File: src/rtl/fir_i2s_tx.sv
// fir_i2s_tx
//   Philips I2S transmitter at the output of the FIR datapath. One sample is
//   accepted per audio frame through a valid/ready handshake into a one-entry
//   holding register. At each frame boundary the held sample moves to the
//   frame register. It is then sent MSB first, after a one-bit delay, in both
//   the left and the right slot.
//
// Build option
//   FIR_I2S_TX_HOLD_LAST_EN : when defined, a frame that starts with an empty
//   holding register repeats the previous sample. When undefined, that frame
//   is silent. The underrun pulse is raised in both builds.
//
// Parameters
//   DATA_W   : sample width, two's complement
//   SLOT_W   : bits per channel slot (>= DATA_W+1)
//   BCLK_DIV : clk cycles per BCLK period (even, >= 2)
//
// Ports
//   clk       : system clock, rising edge
//   reset_n   : asynchronous active-low reset
//   s_data    : sample from the filter
//   s_valid   : s_data valid
//   s_ready   : holding register empty
//   i2s_bclk  : bit clock (registered)
//   i2s_lrclk : word select, 0 = left, 1 = right (registered)
//   i2s_sd    : serial data (registered)
//   underrun  : one-cycle pulse at a frame start that found the hold empty

module fir_i2s_tx #(
  parameter int DATA_W   = 24,
  parameter int SLOT_W   = 32,
  parameter int BCLK_DIV = 4
) (
  input  logic              clk,
  input  logic              reset_n,
  input  logic [DATA_W-1:0] s_data,
  input  logic              s_valid,
  output logic              s_ready,
  output logic              i2s_bclk,
  output logic              i2s_lrclk,
  output logic              i2s_sd,
  output logic              underrun
);

  localparam int DIV_W = (BCLK_DIV > 2) ? $clog2(BCLK_DIV) : 1;
  localparam int BIT_W = $clog2(2 * SLOT_W);

  localparam logic [DIV_W-1:0] DIV_LAST = DIV_W'(BCLK_DIV - 1);
  localparam logic [DIV_W-1:0] DIV_HALF = DIV_W'(BCLK_DIV / 2);
  localparam logic [BIT_W-1:0] BIT_LAST = BIT_W'(2 * SLOT_W - 1);
  localparam logic [BIT_W-1:0] SLOT_V   = BIT_W'(SLOT_W);

  logic [DIV_W-1:0]  div_cnt;
  logic [BIT_W-1:0]  bit_cnt;
  logic [DATA_W-1:0] hold;
  logic              hold_full;
  logic [DATA_W-1:0] frame_reg;

  logic              period_start;
  logic              boundary;
  logic [DIV_W-1:0]  div_nxt;
  logic [BIT_W-1:0]  bit_nxt;
  logic [BIT_W-1:0]  slot_pos;
  logic [DATA_W-1:0] frame_nxt;
  logic              sd_nxt;
  logic              bclk_nxt;
  logic              lrclk_nxt;

  assign s_ready = !hold_full;

  // The registered outputs are computed from the counter values that the
  // coming edge will load. This keeps SD, LRCLK and BCLK aligned with the bit
  // period they describe, without an extra pipeline stage.
  always_comb begin
    period_start = (div_cnt == DIV_LAST);
    boundary     = period_start && (bit_cnt == BIT_LAST);

    div_nxt = period_start ? '0 : div_cnt + DIV_W'(1);

    bit_nxt = bit_cnt;
    if (period_start) begin
      bit_nxt = (bit_cnt == BIT_LAST) ? '0 : bit_cnt + BIT_W'(1);
    end

    frame_nxt = frame_reg;
    if (boundary) begin
      if (hold_full) begin
        frame_nxt = hold;
      end else begin
`ifdef FIR_I2S_TX_HOLD_LAST_EN
        frame_nxt = frame_reg;
`else
        frame_nxt = '0;
`endif
      end
    end

    slot_pos = (bit_nxt >= SLOT_V) ? bit_nxt - SLOT_V : bit_nxt;

    // Slot bit p carries frame bit DATA_W-p for p = 1..DATA_W. The delay bit
    // (p = 0) and the trailing pad bits match no index here, so they send 0.
    sd_nxt = 1'b0;
    for (int i = 0; i < DATA_W; i++) begin
      if (slot_pos == BIT_W'(DATA_W - i)) begin
        sd_nxt = frame_nxt[i];
      end
    end

    bclk_nxt  = (div_nxt >= DIV_HALF);
    lrclk_nxt = (bit_nxt >= SLOT_V);
  end

  always_ff @(posedge clk or negedge reset_n) begin
    if (!reset_n) begin
      div_cnt   <= '0;
      bit_cnt   <= '0;
      hold      <= '0;
      hold_full <= 1'b0;
      frame_reg <= '0;
      i2s_bclk  <= 1'b0;
      i2s_lrclk <= 1'b0;
      i2s_sd    <= 1'b0;
      underrun  <= 1'b0;
    end else begin
      div_cnt   <= div_nxt;
      bit_cnt   <= bit_nxt;
      frame_reg <= frame_nxt;
      i2s_bclk  <= bclk_nxt;
      if (period_start) begin
        i2s_sd    <= sd_nxt;
        i2s_lrclk <= lrclk_nxt;
      end
      underrun <= boundary && !hold_full;

      // A boundary only drains a full hold. A transfer only fills an empty
      // hold. So a sample that arrives on a boundary with the hold empty is
      // still counted as an underrun, and it waits for the next frame.
      if (boundary && hold_full) begin
        hold_full <= 1'b0;
      end else if (s_valid && !hold_full) begin
        hold      <= s_data;
        hold_full <= 1'b1;
      end
    end
  end

endmodule

File: config.mk
export PLATFORM = sky130hd
export DESIGN_NAME = fir_i2s_tx
export DESIGN_NICKNAME = d
export VERILOG_FILES = /design/src/rtl/fir_i2s_tx.sv
export SDC_FILE = /design/constraint.sdc
export NUM_CORES = 1
export LEC_CHECK = 0
export CAP_MARGIN = 40
export CORE_MARGIN = 10
export CORE_UTILIZATION = 30
export CTS_BUF_LIST = sky130_fd_sc_hd__clkbuf_4 sky130_fd_sc_hd__clkbuf_8 sky130_fd_sc_hd__clkbuf_16
export CTS_CLUSTER_SIZE = 14
export DETAILED_ROUTE_END_ITERATION = 6
export GPL_TIMING_DRIVEN = 0
export SLEW_MARGIN = 20
export SYNTH_ARGS = -nofsm -noshare
export SYNTH_HDL_FRONTEND = slang
export SYNTH_SLANG_ARGS = --single-unit
File: constraint.sdc
create_clock -name clk -period 6.6 [get_ports clk]
set_input_delay 1.32 -clock clk [delete_from_list [all_inputs] [get_ports clk]]
set_output_delay 1.32 -clock clk [all_outputs]
set_load 0.1 [all_outputs]
* Word level (Yosys, flattened, before mapping)
Cells that the tools add are included.
** Operators by class
- Add/subtract/negate cells :: 3
- Magnitude comparators :: 2
- Muxes and demuxes :: 32
- Equal/unequal tests :: 26
- Reduce and logical (&&, ||, !) cells :: 7
- Bitwise gates (word level) :: 1
** Operator list (count)
- $eq 6x5->1 const B :: 9
- $eq 6x4->1 const B :: 8
- $mux 24 :: 2
- $mux 1 :: 26
- $eq 6x3->1 const B :: 4
- $mux 6 :: 3
- $eq 6x2->1 const B :: 2
- $add 6x1->6 const B :: 1
- $eq 6x1->1 const B :: 1
- $eq 6x6->1 const B :: 1
- $ge 6x6->1 const B :: 1
- $sub 6x6->6 const B :: 1
- $logic_and 1x1->1 :: 4
- $add 2x1->2 const B :: 1
- $eq 2x2->1 const B :: 1
- $ge 2x2->1 const B :: 1
- $mux 2 :: 1
- $reduce_and 2->1 :: 1
- $reduce_bool 2->1 :: 1
- $logic_not 1->1 :: 1
- $not 1->1 :: 1
** Word-level totals
- Flip-flop bits (word level) :: 61
- Input port bits :: 27
- Logic and storage cells :: 80
- Output and inout port bits :: 5

* Depth between registers and ports, before layout
- Depth after elaboration :: 30
- Mapped depth :: 10
- Depth with buffers taken out :: 9

* Worst setup path after synthesis
No wires, ideal clock.
- Path kind :: flip-flop to output port
- Start :: register hold_full
- End :: output port s_ready
- Arrival :: 1.570 ns
- Slack :: 3.710 ns
- Required time :: 5.280 ns
- Buffers on the path :: 3
- Cell stages (with the launch flop) :: 5
- Cell sequence :: dfrtp_1 -> clkbuf_1 -> clkbuf_1 -> clkbuf_1 -> inv_1
** Between the ends
- Longest elaborated chain between the ends :: 1
** Ends and longest elaborated chain
- start, declared :: line 56 : logic hold_full;
- start signal, assigned :: line 118 : hold_full <= 1'b0;
- start signal, assigned :: line 139 : hold_full <= 1'b0;
- start signal, assigned :: line 142 : hold_full <= 1'b1;
- $logic_not 1->1 :: line 69 : assign s_ready = !hold_full;
- end, declared :: line 38 : output logic s_ready,
No other way between the ends.

* Worst setup path after layout
Ends and elaborated chain as after synthesis.

==> results.cfg <==
[logic_synthesis]
ys_ff_latch = 60
yosys-top-cells-area = dfrtp_1, mux2_2, nand2_1
synth.distinct_cells = 50
synth_area_leader_cell = dfrtp_1
synthesis.nets = 310
dominantRegCellSynth = dfrtp_1
netlist_instances = 281
synth_edf_count = 0
syn_avg_cell_area_um2 = 10.2
netlist_area_um2 = 2870
yosysWarningCount = 0
async_reset_ff_frac = 1.00
synth_top_area_frac = 0.523
seq_area_frac_synth = 0.523

[job]
max-cap-violations = 0

[setup_path]
crit_arrival_ns = 2.61
required_ns = 5.28
slowest_delay_ns = 0.46
path_delay_family = buffers and inverters
r2r_setup_slack_ns = 3.79
path_common_cell = clkbuf_1
cp_slowest_cell = clkdlybuf4s50_1
path_cells = clkbuf_1, clkbuf_1, clkbuf_1, inv_1, clkdlybuf4s50_1, buf_8
critical_path_buf_inv_count = 6
path_max_fanout = 10
crit_type = register to primary output
critPathCaptureType = primary output
cp-start-kind = register

[timing]
period_share = 0.596
slew_headroom = 0.545
min_period_ns = 3.93
finalSetupViolCount = 0
finalHoldViolCount = 0
grt_setup_unrepaired = no
tightest_slew_ns = 0.683
skew_ns = 0.00905
timing.setup.tns_ns = 0
fmax_mhz = 254
maxSlewViolCount = 0

[placed_design]
dp_hpwl_um = 5240
place_area_um2 = 3450
port_buffers = 31
place.gp.congestion = 0.924
dp_cells = 447

[cells_and_area]
fin_area_um2 = 3690
multiInputGateArea_um2 = 1260
final_cells = 463
syn2layout_area_growth_pct = 28.5
nFillCells = 963
drive_gt1_frac = 0.204
final-seq-area_um2 = 1500
layout.nets = 358
n_antenna_cell = 0

[clock_tree]
cts_tree = yes
cts.htree.levels = 3
cts_hold_buf = 0
cts_root_buf = clkbuf_8
clkTransAtPathRegs_ns = 0.07
clock_latency_ns = 0.35
clock_sinks = 60
post_cts_buffers = 0
cts_made_buffers = 9
clock_tree.buffer_depth = 2
post_cts_resized = 0

[routing]
via_per_inst = 4.89
drt_pass1_iterations = 4
ant_nets = 0
dr_total_vias = 2262
wl_per_cell_um = 15.5
first_iter_violations = 95
drcViolationCount = 0
routed_wl_um = 7160

[floorplan]
die_h_um = 118
start_util = 0.309
die_width_um = 118
rows = 35
core_area_um2 = 9280
io_pins = 32
dieArea_um2 = 13900

[global_routing]
antenna_found_initial = 0
gr-total-overflow = 0
grt_max_degree = 41
grt_usage = 0.106
grt_pass1_vias = 2363
grt_first_pass_wirelength_um = 12100

[power]
peakVddDrop_uv = 136
p_per_area_nw_per_um2 = 258
leakage_uw = 0.00159

[outcome]
status = finished, final reports clean

[worst_hold_path]
worstHoldPathType = register to register
-- layout make-up --
cell class | count | area share
plain buffers | 17 | 0.0224
clock buffers | 13 | 0.0468
clock inverters | 3 | 0.0183
inverters | 7 | 0.00713
multi-input cells | 197 | 0.342
flip-flops and latches | 60 | 0.407
well taps | 129 | 0.0438
repair buffers | 37 | 0.113
-- cell usage after synthesis (2+ instances only) --
cell and instances:
a21oi_1 7, a311oi_1 2, a31oi_1 2, a32oi_1 2, buf_1 2, buf_2 6, clkbuf_1 7, dfrtp_1 60
ha_1 2, inv_1 3, inv_2 4, mux2_2 24, mux2i_1 3, nand2_1 55, nand3_1 24, nand4_1 6
nor2_1 8, nor2b_1 2, nor3_1 3, o211ai_1 3, o21ai_0 14, o21ai_1 6, o22ai_1 3, o31ai_1 2
or3_1 4, xnor2_2 2, xor2_2 2
-- power breakdown --
part           switching [uW]  total [uW]  leakage [uW]  internal, uW
registers                29.0         454      0.000766           425
logic                    40.3         105      0.000707          64.3
clock network             144         392      0.000119           248
-- layout by cell type (no fill, tap or decap), drive strengths merged, types with 2 or more instances in the layout --
cell type / instances
buf: 17
bufinv: 2
nor2b: 2
a31oi: 2
clkdlybuf4s50: 30
nand3: 24
ha: 2
dfrtp: 60
nor2: 9
o21ai: 21
nand4: 7
o22ai: 3
or3: 4
xnor2: 3
xor2: 3
mux2i: 3
o211ai: 3
a32oi: 2
mux2: 24
clkbuf: 20
nand2: 56
a311oi: 2
a21oi: 7
o31ai: 2
inv: 7
nor3: 3
-- layer usage --
layer	share of wire	wire length (um)	global-route usage
met1	0.46	3320	0.130
met2	0.48	3440	0.172
met3	0.040	290	0.0245
met4	0.016	112	0.0487
met5	0	0	0
-- through the flow --
stage                      util  total power (uW)  hold slack (ns)  worst slack, ns
after global routing      0.397               992            0.452             2.43
after floorplan               -               522            0.401             3.71
after CTS                 0.397               962            0.427             2.62
after detailed placement  0.371               569            0.417             3.01
final                     0.397               951            0.420             2.67
after global placement    0.360               562            0.415             2.33
-- final timing paths --
| kind | depth (start not counted) | startpoint | end |
|---|---|---|---|
| max | 6 | hold_full$_DFFE_PN0P_ | s_ready |
| min | 1 | div_cnt[0]$_DFF_PN0_ | div_cnt[0]$_DFF_PN0_ |
| max reg2reg | 9 | bit_cnt[0]$_DFF_PN0_ | i2s_sd$_DFFE_PN0N_ |
| min reg2reg | 1 | div_cnt[0]$_DFF_PN0_ | div_cnt[0]$_DFF_PN0_ |
| max in group asynchronous | 2 | reset_n | hold[17]$_DFFE_PN0P_ |
| min in group asynchronous | 1 | reset_n | hold[2]$_DFFE_PN0P_ |
-- cells by family (layout without fill, tap and decap cells) --
| logic type | Yosys count | after routing | synth area share |
|---|---|---|---|
| compound gates | 52 | 52 | 0.120 |
| xor+xnor | 6 | 6 | 0.0288 |
| flops | 60 | 60 | 0.523 |
| simple gates | 110 | 110 | 0.177 |
| fa+ha+maj | 2 | 2 | 0.00872 |
| buf+inv | 24 | 77 | 0.0379 |
| mux | 27 | 27 | 0.105 |
Power figures use the tool's default switching activity.
==> RTL change: new RTL, same settings <==
Build with the macro `FIR_I2S_TX_HOLD_LAST_EN` defined.
--- a/src/rtl/fir_i2s_tx.sv
+++ b/src/rtl/fir_i2s_tx.sv
@@ -25,6 +25,8 @@
 //   i2s_lrclk : word select, 0 = left, 1 = right (registered)
 //   i2s_sd    : serial data (registered)
 //   underrun  : one-cycle pulse at a frame start that found the hold empty
+
+`define FIR_I2S_TX_HOLD_LAST_EN
 
 module fir_i2s_tx #(
   parameter int DATA_W   = 24,
Formal check against the unedited RTL: same outputs for any inputs over 10 cycles, from zero or initial values and one cycle with reset_n low; that may be too few to reach the edited logic, so the function may still have changed.
==> RTL change against the unedited design <==
Worst setup slack gained 1.0 ns. Global-route usage grew 0.18 points. Sequential cell count is the same. Synthesized area grew 12%. Register-to-register slack gained 0.15 ns. Wire length grew 8.2%. Final area grew 8.3%. Largest cell class is now multi-input combinational cells.
Power is not compared: it rests on default switching activity, and its combinational part moved more than twofold at a synthesized area within 25%.
==> RTL change: results (changes against the unedited design) <==
status -> completed (unchanged)
final WL -> 7750 um (was 7160 um)
Routed met3 length -> 352 um (was 290 um)
met1 Use GR -> 0.138 (was 0.130)
clk_skew -> 0.00597 ns (was 0.00905 ns)
Post-Syn Nets -> 331 (was 310)
# nets final -> 379 (was 358)
register area share after synthesis -> 0.465 (was 0.523)
share of layout cells above drive strength 1 -> 0.234 (was 0.204)
M1 WL -> 3610 um (was 3320 um)
largest net degree at the start of global routing -> 42 (was 41)
distinct cell type count after synthesis -> 59 (was 50)
synth top area cells -> dfrtp_1 (47%), mux2_2 (11%), nand2_1 (4.8%), buf_6 (2.8%), nand3_1 (2.2%) (was dfrtp_1 (52%), mux2_2 (9.4%), nand2_1 (7.2%), nand3_1 (4.2%), o21ai_0 (2.4%))
R2R Path Start -> bit_cnt[1] (was bit_cnt[0])
WP data arrival -> 3.16 ns (was 2.61 ns)
initial antenna violation count -> 0 (unchanged)
Worst Setup EP -> hold[9] (was s_ready)
met3 usage -> 0.0285 (was 0.0245)
crit path from -> s_valid (was hold_full)
Post-route DRC -> 0 (unchanged)
R2R Setup Slk -> 3.94 ns (was 3.79 ns)
worst vdd ir -> 0.0000982 V
GRT Overall Usage -> 0.108 (was 0.106)
top cells by instance count after synthesis -> dfrtp_1 (60), nand2_1 (41), mux2_2 (32) (was dfrtp_1 (60), nand2_1 (55), mux2_2 (24), nand3_1 (24), o21ai_0 (14))
Place WS -> 3.27 ns (was 3.01 ns)
HPWL after DPL -> 5820 um (was 5240 um)
clk slew on worst S/H paths -> 0.07 ns (about the same)
WHS -> 0.426 ns (was 0.420 ns)
initial drt markers -> 131 (was 95)
switching share of power -> 0.220
Bufs on Longest Clock Path -> 2 (unchanged)
critical path's slowest cell -> buf_1 (was clkdlybuf4s50_1)
met2 WL -> 3690 um (was 3440 um)
GR Layer Usage met2 -> 0.174 (was 0.172)
first-pass GRT wire length -> 13200 um (was 12100 um)
GPL Wtd Cong -> 0.874 (was 0.924)
Relative slew margins -> 0.642 (was 0.545)
Critical Path Max Stage Delay -> 0.48 ns (was 0.46 ns)
vias in the first global route -> 2584 (was 2363)
Vias/cell -> 5.06 (was 4.89)
Resized cells post-CTS -> 0 (unchanged)
later-pin clock latency in the skew report -> 0.33 ns (was 0.35 ns)
==> RTL change: cell count changes after synthesis, sizes merged, moves of 5 or more <==
cell    before  now
and3         1    6
buf         10   18
mux2        24   32
nand2       56   43
nand3       24   15
o21ai       21   13
o221ai       0    5
==> RTL change: cells by family (layout without fill, tap and decap cells) <==
family / after synthesis / in the layout / share of synthesized area
AO/OA/AOI/OAI: 72 / 72 / 0.168
XOR/XNOR: 4 / 4 / 0.0109
adder cells (fa/ha/maj): 2 / 2 / 0.00775
multiplexers: 37 / 37 / 0.127
AND/OR/NAND/NOR: 96 / 96 / 0.159
buffers and inverters: 31 / 84 / 0.0620
flip-flops: 60 / 60 / 0.465
==> RTL change: power groups by stage <==
stage / clock network [W] / logic, W / registers [W]
after floorplan: 0 / 0.0000172 / 0.000398
after global placement: 0 / 0.0000407 / 0.000402
after detailed placement: 0 / 0.0000432 / 0.000402
after CTS: 0.000332 / 0.0000433 / 0.000395
after global routing: 0.000352 / 0.0000468 / 0.000398
final: 0.000324 / 0.0000421 / 0.000395
==> RTL change: final cells by class <==
cell class,instances,area [um^2]
Clock buffer,11,139
Fill cell,1040,6420
Clock inverter,5,52.6
Tap cell,136,170
Inverter,8,35.0
Timing Repair Buffer,37,403
Multi-Input combinational cell,211,1530
Buffer,23,165
Sequential cell,60,1500
==> RTL change: stage by stage <==
| step | utilization | area [um^2] | std cells | total power (W) |
|---|---|---|---|---|
| after floorplan | - | 3230 | 302 | 0.000415 |
| after global placement | 0.356 | 3710 | 469 | 0.000443 |
| after detailed placement | 0.365 | 3800 | 475 | 0.000445 |
| after CTS | 0.383 | 3990 | 491 | 0.000771 |
| after global routing | 0.383 | 3990 | 491 | 0.000797 |
| final | 0.383 | 3990 | 491 | 0.000761 |
